`src/rtl/data_cache.sv`:
```
// Direct-mapped, write-through, no-write-allocate L1 data cache.
// Optional DCACHE_STATS_EN adds saturating hit/miss counters.
module data_cache #(
    parameter int SET_BITS   = 4,
    parameter int ADDR_WIDTH = 32
) (
    input  logic                  i_clk,
    input  logic                  i_reset,
    input  logic                  i_read,
    input  logic                  i_write,
    input  logic [ADDR_WIDTH-1:0] i_address,
    input  logic [3:0]            i_byte_en,
    input  logic [31:0]           i_wdata,
    input  logic                  i_flush,
    output logic [31:0]           o_rdata,
    output logic                  o_done,
    output logic                  o_busy,
    output logic                  o_mem_read,
    output logic                  o_mem_write,
    output logic [ADDR_WIDTH-1:0] o_mem_address,
    output logic [31:0]           o_mem_wdata,
    output logic [3:0]            o_mem_byte_en,
    input  logic [31:0]           i_mem_rdata,
    input  logic                  i_mem_ready,
    output logic [31:0]           o_hit_count,
    output logic [31:0]           o_miss_count
);
    localparam int LINES = 1 << SET_BITS;
    localparam int TAG_W = ADDR_WIDTH - SET_BITS - 4;

    typedef enum logic [1:0] {
        S_IDLE,
        S_REFILL,
        S_WRITE,
        S_RESPOND
    } state_e;

    state_e            state_q, state_d;
    logic [1:0]        cnt_q, cnt_d;
    logic              flush_pend_q, flush_pend_d;
    logic [LINES-1:0]  valid_q, valid_d;
    logic [31:0]       rdata_q, rdata_d;
    logic [TAG_W-1:0]  tag_q [LINES];
    logic [31:0]       data_q [LINES][4];

    logic [SET_BITS-1:0] idx;
    logic [1:0]          woff;
    logic [TAG_W-1:0]    tag;
    logic                lookup_hit;
    logic                apply_flush;
    logic                hit_ev, miss_ev;
    logic                beat, line_fill, wr_hit;
    logic [31:0]         wr_merge;
    logic                unused_addr;

    assign idx  = i_address[SET_BITS+3:4];
    assign woff = i_address[3:2];
    assign tag  = i_address[ADDR_WIDTH-1:SET_BITS+4];
    assign unused_addr = ^i_address[1:0];

    // A same-cycle flush wins over the lookup, so the request sees a miss.
    assign lookup_hit = valid_q[idx] && (tag_q[idx] == tag) && !i_flush;

    // Store data merged into the currently cached word.
    always_comb begin
        wr_merge = data_q[idx][woff];
        for (int b = 0; b < 4; b++) begin
            if (i_byte_en[b]) wr_merge[8*b +: 8] = i_wdata[8*b +: 8];
        end
    end

    // Next-state, memory port and bookkeeping decode.
    always_comb begin
        state_d       = state_q;
        cnt_d         = cnt_q;
        rdata_d       = rdata_q;
        flush_pend_d  = flush_pend_q;
        valid_d       = valid_q;
        apply_flush   = 1'b0;
        hit_ev        = 1'b0;
        miss_ev       = 1'b0;
        beat          = 1'b0;
        line_fill     = 1'b0;
        wr_hit        = 1'b0;
        o_mem_read    = 1'b0;
        o_mem_write   = 1'b0;
        o_mem_address = '0;
        o_mem_wdata   = '0;
        o_mem_byte_en = '0;
        unique case (state_q)
            S_IDLE: begin
                apply_flush = i_flush;
                if (i_write) begin
                    state_d = (i_byte_en == 4'd0) ? S_RESPOND : S_WRITE;
                    if (lookup_hit) begin
                        hit_ev = 1'b1;
                        wr_hit = 1'b1;
                    end else begin
                        miss_ev = 1'b1;
                    end
                end else if (i_read) begin
                    if (lookup_hit) begin
                        hit_ev  = 1'b1;
                        rdata_d = data_q[idx][woff];
                        state_d = S_RESPOND;
                    end else begin
                        miss_ev = 1'b1;
                        cnt_d   = 2'd0;
                        state_d = S_REFILL;
                    end
                end
            end
            S_REFILL: begin
                o_mem_read    = 1'b1;
                o_mem_address = {i_address[ADDR_WIDTH-1:4], cnt_q, 2'b00};
                if (i_mem_ready) begin
                    beat  = 1'b1;
                    cnt_d = cnt_q + 2'd1;
                    if (cnt_q == woff) rdata_d = i_mem_rdata;
                    if (cnt_q == 2'd3) begin
                        line_fill = 1'b1;
                        state_d   = S_RESPOND;
                    end
                end
            end
            S_WRITE: begin
                o_mem_write   = 1'b1;
                o_mem_address = {i_address[ADDR_WIDTH-1:2], 2'b00};
                o_mem_wdata   = i_wdata;
                o_mem_byte_en = i_byte_en;
                if (i_mem_ready) state_d = S_RESPOND;
            end
            S_RESPOND: begin
                state_d     = S_IDLE;
                apply_flush = flush_pend_q || i_flush;
            end
        endcase
        if (i_flush && (state_q == S_REFILL || state_q == S_WRITE)) begin
            flush_pend_d = 1'b1;
        end
        if (apply_flush) flush_pend_d = 1'b0;
        if (line_fill) valid_d[idx] = 1'b1;
        if (apply_flush) valid_d = '0;
    end

    // Control state with synchronous reset; aborts any memory request.
    always_ff @(posedge i_clk) begin
        if (i_reset) begin
            state_q      <= S_IDLE;
            cnt_q        <= 2'd0;
            flush_pend_q <= 1'b0;
            valid_q      <= '0;
            rdata_q      <= '0;
        end else begin
            state_q      <= state_d;
            cnt_q        <= cnt_d;
            flush_pend_q <= flush_pend_d;
            valid_q      <= valid_d;
            rdata_q      <= rdata_d;
        end
    end

    // Line storage: refill beats, store-hit merges and tag capture.
    always_ff @(posedge i_clk) begin
        if (!i_reset) begin
            if (beat) data_q[idx][cnt_q] <= i_mem_rdata;
            if (wr_hit) data_q[idx][woff] <= wr_merge;
            if (line_fill) tag_q[idx] <= tag;
        end
    end

    assign o_rdata = rdata_q;
    assign o_done  = (state_q == S_RESPOND);
    assign o_busy  = (state_q != S_IDLE);

`ifdef DCACHE_STATS_EN
    logic [31:0] hit_q, hit_d, miss_q, miss_d;

    // Saturating counters, cleared together with the valid bits.
    always_comb begin
        hit_d  = apply_flush ? 32'd0 : hit_q;
        miss_d = apply_flush ? 32'd0 : miss_q;
        if (hit_ev && hit_d != 32'hFFFF_FFFF) hit_d = hit_d + 32'd1;
        if (miss_ev && miss_d != 32'hFFFF_FFFF) miss_d = miss_d + 32'd1;
    end

    // Counter registers.
    always_ff @(posedge i_clk) begin
        if (i_reset) begin
            hit_q  <= 32'd0;
            miss_q <= 32'd0;
        end else begin
            hit_q  <= hit_d;
            miss_q <= miss_d;
        end
    end

    assign o_hit_count  = hit_q;
    assign o_miss_count = miss_q;
`else
    logic unused_stats;
    assign unused_stats = hit_ev ^ miss_ev;
    assign o_hit_count  = 32'd0;
    assign o_miss_count = 32'd0;
`endif

endmodule

```
`config.mk`:
```
export PLATFORM = sky130hd
export DESIGN_NAME = data_cache
export DESIGN_NICKNAME = d
export VERILOG_FILES = /design/src/rtl/data_cache.sv
export SDC_FILE = /design/constraint.sdc
export NUM_CORES = 2
export LEC_CHECK = 0
export CAP_MARGIN = 20
export CORE_UTILIZATION = 45
export CTS_BUF_LIST = sky130_fd_sc_hd__clkbuf_8 sky130_fd_sc_hd__clkbuf_16
export DETAILED_ROUTE_END_ITERATION = 10
export GPL_ROUTABILITY_DRIVEN = 0
export SLEW_MARGIN = 5
export SYNTH_ARGS = -nofsm -noshare
export SYNTH_HDL_FRONTEND = slang
export SYNTH_SLANG_ARGS = --single-unit
```
`constraint.sdc`:
```
create_clock -name i_clk -period 6.8 [get_ports i_clk]
set_input_delay 1.7 -clock i_clk [delete_from_list [all_inputs] [get_ports i_clk]]
set_output_delay 1.7 -clock i_clk [all_outputs]
set_load 0.02 [all_outputs]
```
==> metrics <==
Setup crit end kind=flop; Port Buffers=205; clock tree buffer depth=3; peak supply drop=0.2684 mV; RSZ-0062 raised after global routing=false; flop-to-flop setup slack=2.41 ns; die area=0.2235 mm2; Syn Std Cell Area=0.09975 mm2; FF-to-FF path depth=11; DRC=0; HP Class=reg2reg; TritonCTS Buffers=approximately 240; Crit Path Max Fanout=32; Synth cell types=73; hold endpoint=valid_q[5]; switch share=a little under a quarter; internal power=25.67 mW; Die Width=472.8 um; vias in the first global route=about 51,000; 1st-pass router iterations=6; # hold bufs at CTS=0; Worst Hold Launch=valid_q[5]; final wirelength=275,500 um; Arr. time, crit path=6.27 ns; Slew Viols, Final=0; worst-margin pin slew=1.148 ns; Via-to-Cell Ratio=6.026; Max Cap Violations=0; Slew Limit Headroom=23.23%; Final Skew=~0.094 ns; share of power burned in registers=between 50 and 60%; share of layout cells above drive strength 1=30.90%; largest stage delay on the critical path=0.61 ns; clk_lat worst skew=0.91 ns; top area cells in the synthesized netlist=edfxtp_1 73%, mux4_2 16%, mux2_2 1.6%; DP Wirelength=169,800 um; outcome=complete, no violations; Core Area=0.2199 mm2; setup TNS=0 ns; PwrDens=between 200 and 300 mW/mm2; Hold Violations, Final=0; Buf+Inv Stages, Crit Path=7; GRT Overall Usage=24.76%; CTS root buf=clkbuf_16; FP Rows=172; R2R Path End=data_q[0][112]; hold slack=about 0.48 ns; largest net degree at the start of global routing=123; Clk pwr share=39.8%; I/O pin cnt=274; Post-Synthesis Mean Instance Area=21.32 um2; critical path class=in2reg; Synth Register Bits=2,485; most frequent CP cell=buf_4; Mapped Cells=about 4,700; Max Clock Freq=174.0 MHz; GR Overflow Total=0; H-Tree Level Count=4; nets=5,310; WL per Instance=32.86 um; Async SR Flop Fraction=0%; fin crit period=approximately 5.7 ns; Top FF cell, synth=edfxtp_1; Critical Path Start Type=input pin; hold path depth=2; first-pass GRT wire length=386,100 um; Initial Util=45.35%; Vias=50,520; Tcrit/Tclk final=about 84%; Slowest-stage cell, CP=mux2_1; post-CTS setup buffers=0; Yosys top cell area share=73.21%; CTS tree=yes; Synth-to-Final Area Change=17.18%; P_leak=36.97 nW; clock-pin slew on the worst setup and hold paths=0.07 ns; critical-path cell list=clkdlybuf4s50_1 > buf_4 > buf_4 > nor2_1 > buf_4 > a22oi_1 > nand2_1 > a211o_1 > a2111oi_0 > buf_4 > o2111ai_1 > buf_4 > or3_2 > buf_4 > mux2_1; Yosys top cell by area=edfxtp_1; Post-synth EDFFs=2,432; required time worst endpoint=7.33 ns; CTS sink count=approximately 2,500; Gate power share=9.5%; Yosys Warn Count=0; launching point of the worst reg2reg path=tag_q[3][0]; Net Sw Power=approximately 8 mW; CP top delay family=buffers and inverters; Seq/Total Area, Yosys=74.28%; initial antenna violation count=24; DR iter-0 viols=approximately 5,800; Final Setup Violations=0; PostCTS Resize Cnt=0; post-route antenna net violation count=0; Die Height=472.8 um; Pwr Total=33.63 mW
==> through the flow <==
step | setup slack (ns) | area [um2] | utilization, % | instances
3_5_place_dp | 0.2934 | 108800 | 49.47 | 7907
2_1_floorplan | 0.4465 | 99990 | - | 4743
3_3_place_gp | 0.3321 | 108800 | 49.45 | 7905
5_1_grt | 0.9469 | 116900 | 53.13 | 8372
4_1_cts | 1.130 | 116800 | 53.09 | 8360
6_report | 1.054 | 116900 | 53.14 | 8383
==> routing by layer <==
layer	part of all wire, %	GRT usage [%]	wire [um]	vias to the layer above
li1	-	-	-	20540
met1	40	33.58	109300	27220
met2	48	39.19	132000	2222
met3	7.6	4.617	20850	521
met4	4.8	11.03	13200	12
met5	0.029	0	79	-
==> cell type report <==
class | count | area (um2)
multi-input combinational | 1887 | 24530
antenna | 20 | 50.05
clock buffer | 242 | 6056
clock inverter | 211 | 1924
timing repair buffer | 557 | 6444
fill | 17050 | 103100
tap | 2958 | 3701
sequential | 2485 | 74090
inverter | 23 | 93.84
==> sequential cells by signal, indices dropped and copies added (netlist names) <==
register	flops
valid_q	16
cnt_q	2
state_q	2
o_rdata	32
tag_q	384
data_q	2048
flush_pend_q	1
==> cells in the final DEF (no fill, tap or decap), types with 9 or more instances in the layout <==
cell,netlist,final
a211oi_1,39,39
a21oi_1,12,12
a22oi_1,17,17
a31oi_1,48,48
and2_1,68,68
buf_12,2,135
buf_4,72,214
bufinv_16,0,27
clkbuf_16,0,242
clkdlybuf4s50_1,0,199
clkinv_1,0,64
clkinv_16,0,9
clkinv_2,0,55
clkinvlp_4,0,9
conb_1,1,66
dfxtp_1,53,53
diode_2,0,20
edfxtp_1,2432,2432
ha_1,9,9
inv_1,22,57
mux2_1,33,33
mux2_2,144,144
mux2i_1,85,85
mux4_2,713,713
nand2_1,166,166
nand3_1,18,18
nor2_1,175,104
nor2_4,9,80
nor2b_1,17,15
nor3_1,33,33
o21ai_0,69,69
o22ai_1,9,9
o311ai_0,20,20
o311ai_1,15,15
xnor2_1,13,13
==> power by group through the flow <==
stage / Clock [mW] / Combinational [mW] / Sequential (mW)
2_1_floorplan: 0 / 1.65 / 17.4
3_3_place_gp: 0 / 3.12 / 17.3
3_5_place_dp: 0 / 3.17 / 17.4
4_1_cts: 13.6 / 3.18 / 17.0
5_1_grt: 14.1 / 3.35 / 17.0
6_report: 13.4 / 3.21 / 17.0
==> logic make-up (layout without fill, tap and decap cells) <==
logic type	after synthesis	count (layout)	share of synthesized area, %
AOI/OAI and AO/OA	290	290	2.052
xor gates and xnor gates	21	21	0.1844
adders and majority gates	9	9	0.1129
buffers and inverters	371	1033	1.956
DFF	2485	2485	74.28
muxes	975	975	18.95
other	1	86	0.003759
and+or+nand+nor	526	526	2.464
==> synth_stat cells, drive strengths merged, types with 4 or more instances <==
cell type,number
a211oi,39
a21oi,12
a221oi,7
a22oi,17
a31oi,48
a41oi,4
and2,69
buf,182
clkbuf,166
dfxtp,53
edfxtp,2432
ha,9
inv,23
mux2,177
mux2i,85
mux4,713
nand2,166
nand2b,8
nand3,18
nor2,185
nor2b,17
nor3,33
nor4,6
o21ai,72
o221ai,5
o22ai,9
o311ai,35
o31ai,5
o41ai,4
or3,8
xnor2,13
xor2,8
==> worst max path at each step <==
| stage | start | end | slack [ns] | cells past startpoint |
|---|---|---|---|---|
| finish | i_address[6] | data_q[0][112] | 1.05 | 15 |
| global route | i_address[6] | data_q[13][40] | 0.95 | 15 |
| CTS | state_q[0] | o_mem_address[8] | 1.13 | 6 |
| detailed placement | i_address[6] | data_q[7][40] | 0.29 | 15 |
| global placement | i_address[6] | data_q[0][120] | 0.33 | 15 |
| floorplan | i_address[4] | data_q[7][64] | 0.45 | 14 |
==> worst reg2reg max path, cell delays in order (launching register included) <==
cell and delay, ns:
edfxtp_1 0.35, mux4_2 0.47, mux2i_1 0.23, nor2_1 0.06
a211o_1 0.27, a2111oi_0 0.42, buf_4 0.20, o2111ai_1 0.21
buf_4 0.27, or3_2 0.52, buf_4 0.33, mux2_1 0.66
Note: power is estimated with default switching activity, not from simulation.
